**src/rtl/interp_bracket_search_pkg.sv**
```systemverilog
// Shared widths and FSM encoding for the bracket search, the sample BRAMs and linearinterpolate.
package interp_bracket_search_pkg;

  localparam int ADDR_W_DEF = 10;
  localparam int DATA_W_DEF = 16;
  localparam int RD_LAT_DEF = 1;

  typedef enum logic [2:0] {
    S_IDLE,
    S_ISSUE,
    S_WAIT,
    S_CMP,
    S_DONE
  } state_t;

endpackage

```
**src/rtl/interp_bracket_search.sv**
```systemverilog
// Linear scan of the sorted x/y sample BRAMs for the first x[i] >= x_find; returns the bracketing
// pair (x[i-1],y[i-1]),(x[i],y[i]) with clamp flags at either end of the table.
module interp_bracket_search
  import interp_bracket_search_pkg::*;
#(
  parameter int ADDR_W = ADDR_W_DEF,
  parameter int DATA_W = DATA_W_DEF,
  parameter int RD_LAT = RD_LAT_DEF
) (
  input  logic              clk,
  input  logic              reset_n,
  input  logic              start,
  input  logic [DATA_W-1:0] x_find,
  input  logic [ADDR_W:0]   num_points,
  output logic [ADDR_W-1:0] rd_addr,
  input  logic [DATA_W-1:0] x_rdata,
  input  logic [DATA_W-1:0] y_rdata,
  output logic              busy,
  output logic              done,
  output logic [DATA_W-1:0] x0,
  output logic [DATA_W-1:0] y0,
  output logic [DATA_W-1:0] x1,
  output logic [DATA_W-1:0] y1,
  output logic              clamp_lo,
  output logic              clamp_hi,
  output logic              err
);

  localparam int WAIT_W = $clog2(RD_LAT + 1);
  localparam logic [ADDR_W:0] IDX_ONE = (ADDR_W + 1)'(1);

  state_t              r_state;
  logic [DATA_W-1:0]   r_x_find;
  logic [ADDR_W:0]     r_num;
  logic [ADDR_W:0]     r_idx;
  logic [WAIT_W-1:0]   r_wait;
  logic [DATA_W-1:0]   r_prev_x, r_prev_y;
  logic [ADDR_W-1:0]   r_rd_addr;
  logic                r_busy, r_done, r_clamp_lo, r_clamp_hi, r_err;
  logic [DATA_W-1:0]   r_x0, r_y0, r_x1, r_y1;

  logic                w_hit;
  logic                w_last;
  logic [ADDR_W:0]     w_idx_next;

  assign w_hit      = (x_rdata >= r_x_find);
  assign w_last     = (r_idx == (r_num - IDX_ONE));
  assign w_idx_next = r_idx + IDX_ONE;

  // NOTE: all state here is updated with <= so every branch sees the pre-edge values of the others.
  always_ff @(posedge clk or negedge reset_n) begin
    if (!reset_n) begin
      r_state    <= S_IDLE;
      r_x_find   <= '0;
      r_num      <= '0;
      r_idx      <= '0;
      r_wait     <= '0;
      r_prev_x   <= '0;
      r_prev_y   <= '0;
      r_rd_addr  <= '0;
      r_busy     <= 1'b0;
      r_done     <= 1'b0;
      r_clamp_lo <= 1'b0;
      r_clamp_hi <= 1'b0;
      r_err      <= 1'b0;
      r_x0       <= '0;
      r_y0       <= '0;
      r_x1       <= '0;
      r_y1       <= '0;
    end else begin
      r_done <= 1'b0;
      case (r_state)
        S_IDLE: begin
          if (start) begin
            r_x_find   <= x_find;
            r_num      <= num_points;
            r_idx      <= '0;
            r_rd_addr  <= '0;
            r_clamp_lo <= 1'b0;
            r_clamp_hi <= 1'b0;
            r_x0       <= '0;
            r_y0       <= '0;
            r_x1       <= '0;
            r_y1       <= '0;
            if (num_points == '0) begin
              r_err   <= 1'b1;
              r_done  <= 1'b1;
              r_state <= S_DONE;
            end else begin
              r_err   <= 1'b0;
              r_busy  <= 1'b1;
              r_state <= S_ISSUE;
            end
          end
        end
        S_ISSUE: begin
          r_wait  <= WAIT_W'(RD_LAT - 1);
          r_state <= S_WAIT;
        end
        S_WAIT: begin
          if (r_wait == '0) r_state <= S_CMP;
          else              r_wait  <= r_wait - 1'b1;
        end
        S_CMP: begin
          if (w_hit || w_last) begin
            r_busy  <= 1'b0;
            r_done  <= 1'b1;
            r_state <= S_DONE;
            r_x1    <= x_rdata;
            r_y1    <= y_rdata;
            // A hit past index 0 brackets with the previous sample; every other exit is a clamp.
            if (w_hit && r_idx != '0) begin
              r_x0 <= r_prev_x;
              r_y0 <= r_prev_y;
            end else begin
              r_x0       <= x_rdata;
              r_y0       <= y_rdata;
              r_clamp_lo <= w_hit;
              r_clamp_hi <= !w_hit;
            end
          end else begin
            r_prev_x  <= x_rdata;
            r_prev_y  <= y_rdata;
            r_idx     <= w_idx_next;
            r_rd_addr <= w_idx_next[ADDR_W-1:0];
            r_state   <= S_ISSUE;
          end
        end
        S_DONE:  r_state <= S_IDLE;
        default: r_state <= S_IDLE;
      endcase
    end
  end

  assign rd_addr  = r_rd_addr;
  assign busy     = r_busy;
  assign done     = r_done;
  assign x0       = r_x0;
  assign y0       = r_y0;
  assign x1       = r_x1;
  assign y1       = r_y1;
  assign clamp_lo = r_clamp_lo;
  assign clamp_hi = r_clamp_hi;
  assign err      = r_err;

endmodule

```
**config.mk**
```make
export PLATFORM = sky130hd
export DESIGN_NAME = interp_bracket_search
export DESIGN_NICKNAME = d
export VERILOG_FILES = /design/src/rtl/interp_bracket_search_pkg.sv /design/src/rtl/interp_bracket_search.sv
export SDC_FILE = /design/constraint.sdc
export NUM_CORES = 1
export LEC_CHECK = 0
export ABC_AREA = 0
export CAP_MARGIN = 20
export CORE_UTILIZATION = 45
export CTS_CLUSTER_SIZE = 30
export DETAILED_ROUTE_END_ITERATION = 10
export PLACE_DENSITY = 0.73
export SETUP_SLACK_MARGIN = 0.05
export SLEW_MARGIN = 20
export SYNTH_ARGS = -nofsm -noshare
export SYNTH_HDL_FRONTEND = slang
export SYNTH_SLANG_ARGS = --single-unit
```
**constraint.sdc**
```tcl
create_clock -name clk -period 2.58 [get_ports clk]
set_input_delay 0.387 -clock clk [delete_from_list [all_inputs] [get_ports clk]]
set_output_delay 0.387 -clock clk [all_outputs]
set_load 0.03 [all_outputs]
```
==> results.yml <==
placement:
  dp.final_hpwl_um: 12700
  io_buffers: 140
  dp_slack_ps: -622
  gp_congestion: 0.874
  dpl_cell_area_sq_um: 9170
floorplan:
  io_pins: 141
  dieHeight_um: 129
  start_util: 0.458
  die_x_um: 129
  rows: 46
  fp.dieArea_sq_um: 16600
  coreArea_sq_um: 15800
clocking:
  cts_max_path_buffers: 2
  clkLatencyLatePin_ps: 430
  path_clk_slew_ps: 60
  cts_inserted_buffers: 17
  h-tree-depth: 4
  clock_sinks: 142
  tritoncts: "yes"
  cts-root-buf: "clkbuf_16"
yosys:
  synth_warnings: 0
  synth_area_sq_um: 7250
  yosysUniqueCellTypes: 51
  async_flop_share: 1.00
  syn_inst: 686
  avgSynthCellArea_sq_um: 10.6
  synth-main-ff-cell: "dfrtp_1"
  synth_edf_count: 0
  synth-seq-cells: 142
  ys_seq_area_frac: 0.490
  syn_nets: 767
routing:
  drt_drc_violations_left: 0
  wl_um: 22100
  drt_iter0_drc: 389
  vias: 6187
  detail_route.first_pass.iterations: 7
  avgRoutedWirePerCell_um: 20.1
  viasPerCell: 5.63
  drt.antenna.violating_nets: 0
timing:
  setup_viol: 33
  timing.final.ws_setup_ps: -96.5
  finalCriticalPeriod_ps: 2680
  finalHoldViolations: 0
  min_period_over_period: 1.04
  worst_slew_pin_slew_ps: 757
  slew_headroom: 0.495
  finalHoldWorstSlack_ps: 2.68
  finClkSkew_ps: 13.4
  rsz0062_at_grt: "true"
  slew_violations: 0
  fmax_mhz: 374
final_layout:
  final_common_cell: "dfrtp_1"
  area_growth_pct: 51.1
  final_cell_mix: "dfrtp_1, clkdlybuf4s50_1, nand2_1"
  drive_gt1_frac: 0.273
  diodes: 0
  final_core_util: 0.692
  nNetsFinal: 950
  postLayoutCellArea_sq_um: 11000
setup_path:
  worst_setup_path_end_kind: "flop"
  worstPathCellList: "inv_2, ha_4, xor2_2, o211ai_1, nor4_2, nand4_1, buf_6, o31ai_4, nor2_4, buf_12, buf_16, mux2_4"
  critPathSlowestCell: "dfrtp_1"
  startpoint_type: "flop"
  cpLargestDelayFamily: "simple AND/OR/NAND/NOR gates"
  crit_type: "flop to flop"
  crit_fanout: 8
  cpPeakStageDelay_ps: 360
  critical_path_buf_inv_count: 4
  arrival_ps: 2980
  crit_required_ps: 2890
status:
  violations: "negative setup slack"
  status: "complete, but fails checks"
pwr:
  ir_worst_vdd_mv: 0.776
  power_density_nw_per_um2: 1260
  power_uw: 13800
  p_leak_uw: 0.00499
worst_hold_path:
  hp-class: "primary input to asynchronous set/reset pin"
grt:
  gr-total-overflow: 0
  grt_max_degree: 80
  antenna_found_initial: 0
  grt_first_pass_wirelength_um: 30900
  grt.total_usage: 0.243
  grt_pass1_vias: 5973
job:
  max_cap_viol_count: 0
[state kept, by name, indices dropped and copies added (netlist names)]
name and cells:
busy 1, clamp_hi 1, clamp_lo 1, done 1
err 1, r_idx 11, r_num 11, r_prev_x 16
r_prev_y 16, r_state 3, r_x_find 16, x0 16
x1 16, y0 16, y1 16
[worst paths after layout]
path                             from  cells past startpoint          end  slack (ps)
min                           reset_n                      1     r_idx[7]           3
min reg2reg                       err                      2          err         490
min in group clk           x_rdata[0]                      3        x1[0]         320
max in group asynchronous     reset_n                      2     r_num[3]        1790
max                          r_num[0]                     12  r_prev_x[7]        -100
max reg2reg                  r_num[0]                     12  r_prev_x[7]        -100
[layer usage]
metal  vias up  wire length [um]  global-route usage
met4         0               552               0.104
li1       2782                 -                   -
met3        51              1170              0.0420
met1      3116              8980               0.311
met5         -                 0                   0
met2       238             11400               0.408
[synth_stat cells (2+ instances only)]
library cell  number  area [sq um]
dfrtp_1          142          3550
nand2_1          124           465
mux2i_1           67           671
o21ai_0           60           300
o31ai_1           36           270
mux2_4            29           435
inv_1             27           101
clkbuf_1          25          93.8
ha_1              19           238
a21oi_1           14          70.1
nor2_1            14          52.6
buf_4             13          97.6
buf_2             12          60.1
nand3_1            8          40.0
nand4_1            8          50.1
nor3_1             8          40.0
xnor2_1            8          70.1
buf_6              7          78.8
o211ai_1           6          45.0
xor2_1             6          52.6
nor4_1             5          31.3
or3_1              5          31.3
mux2_2             4          45.0
or2_2              3          18.8
a211o_1            2          17.5
a211oi_1           2          15.0
nand2b_1           2          12.5
nand4b_1           2          17.5
nor2_4             2          22.5
nor2b_1            2          12.5
nor3_2             2          20.0
o22a_1             2          17.5
or4_1              2          15.0
[cells by family (layout without fill, tap and decap cells)]
group / Yosys count / count (layout) / synth area share
DFF: 142 / 142 / 0.490
muxes: 100 / 100 / 0.159
and+or+nand+nor: 194 / 194 / 0.123
buffers and inverters: 84 / 280 / 0.0596
xor gates and xnor gates: 15 / 15 / 0.0192
adders and majority gates: 19 / 19 / 0.0328
AOI/OAI and AO/OA: 132 / 132 / 0.116
[through the flow]
stage	TNS [ps]	cells
2_1_floorplan	0	686
3_5_place_dp	-57390	1036
3_3_place_gp	-50150	1036
6_report	-1270	1098
5_1_grt	-5780	1098
4_1_cts	-399	1079
[worst register-to-register path, cell delays in order, from the launching register on]
cell,delay (ps)
dfrtp_1,360
inv_2,60
ha_4,260
xor2_2,130
o211ai_1,180
nor4_2,270
nand4_1,180
buf_6,160
o31ai_4,280
nor2_4,110
buf_12,140
buf_16,140
mux2_4,300
[report_power, final]
group	internal (uW)	leakage (uW)	switching [uW]	total, uW
Sequential	3120	0.00180	612	3730
Clock	1460	0.000276	1010	2470
Combinational	3680	0.00291	3870	7560
Total	8260	0.00499	5500	13800
[layout make-up]
type,instances,area [sq um]
Inverter,27,101
Multi-Input combinational cell,460,3990
Tap cell,216,270
Clock buffer,21,450
Fill cell,1067,4880
Clock inverter,11,134
Timing Repair Buffer,221,2450
Sequential cell,142,3550
[timing repair]
item / 4_1_cts / 5_1_grt
hold buffers: 0 / 0
gates cloned: 1 / 10
pin swaps: 10 / 41
setup buffers: 10 / 10
endpoints found under the setup margin: 106 / 113
hold endpoints to repair: 0 / 0
resized for setup: 26 / 154
Note: power is estimated with default switching activity, not from simulation.
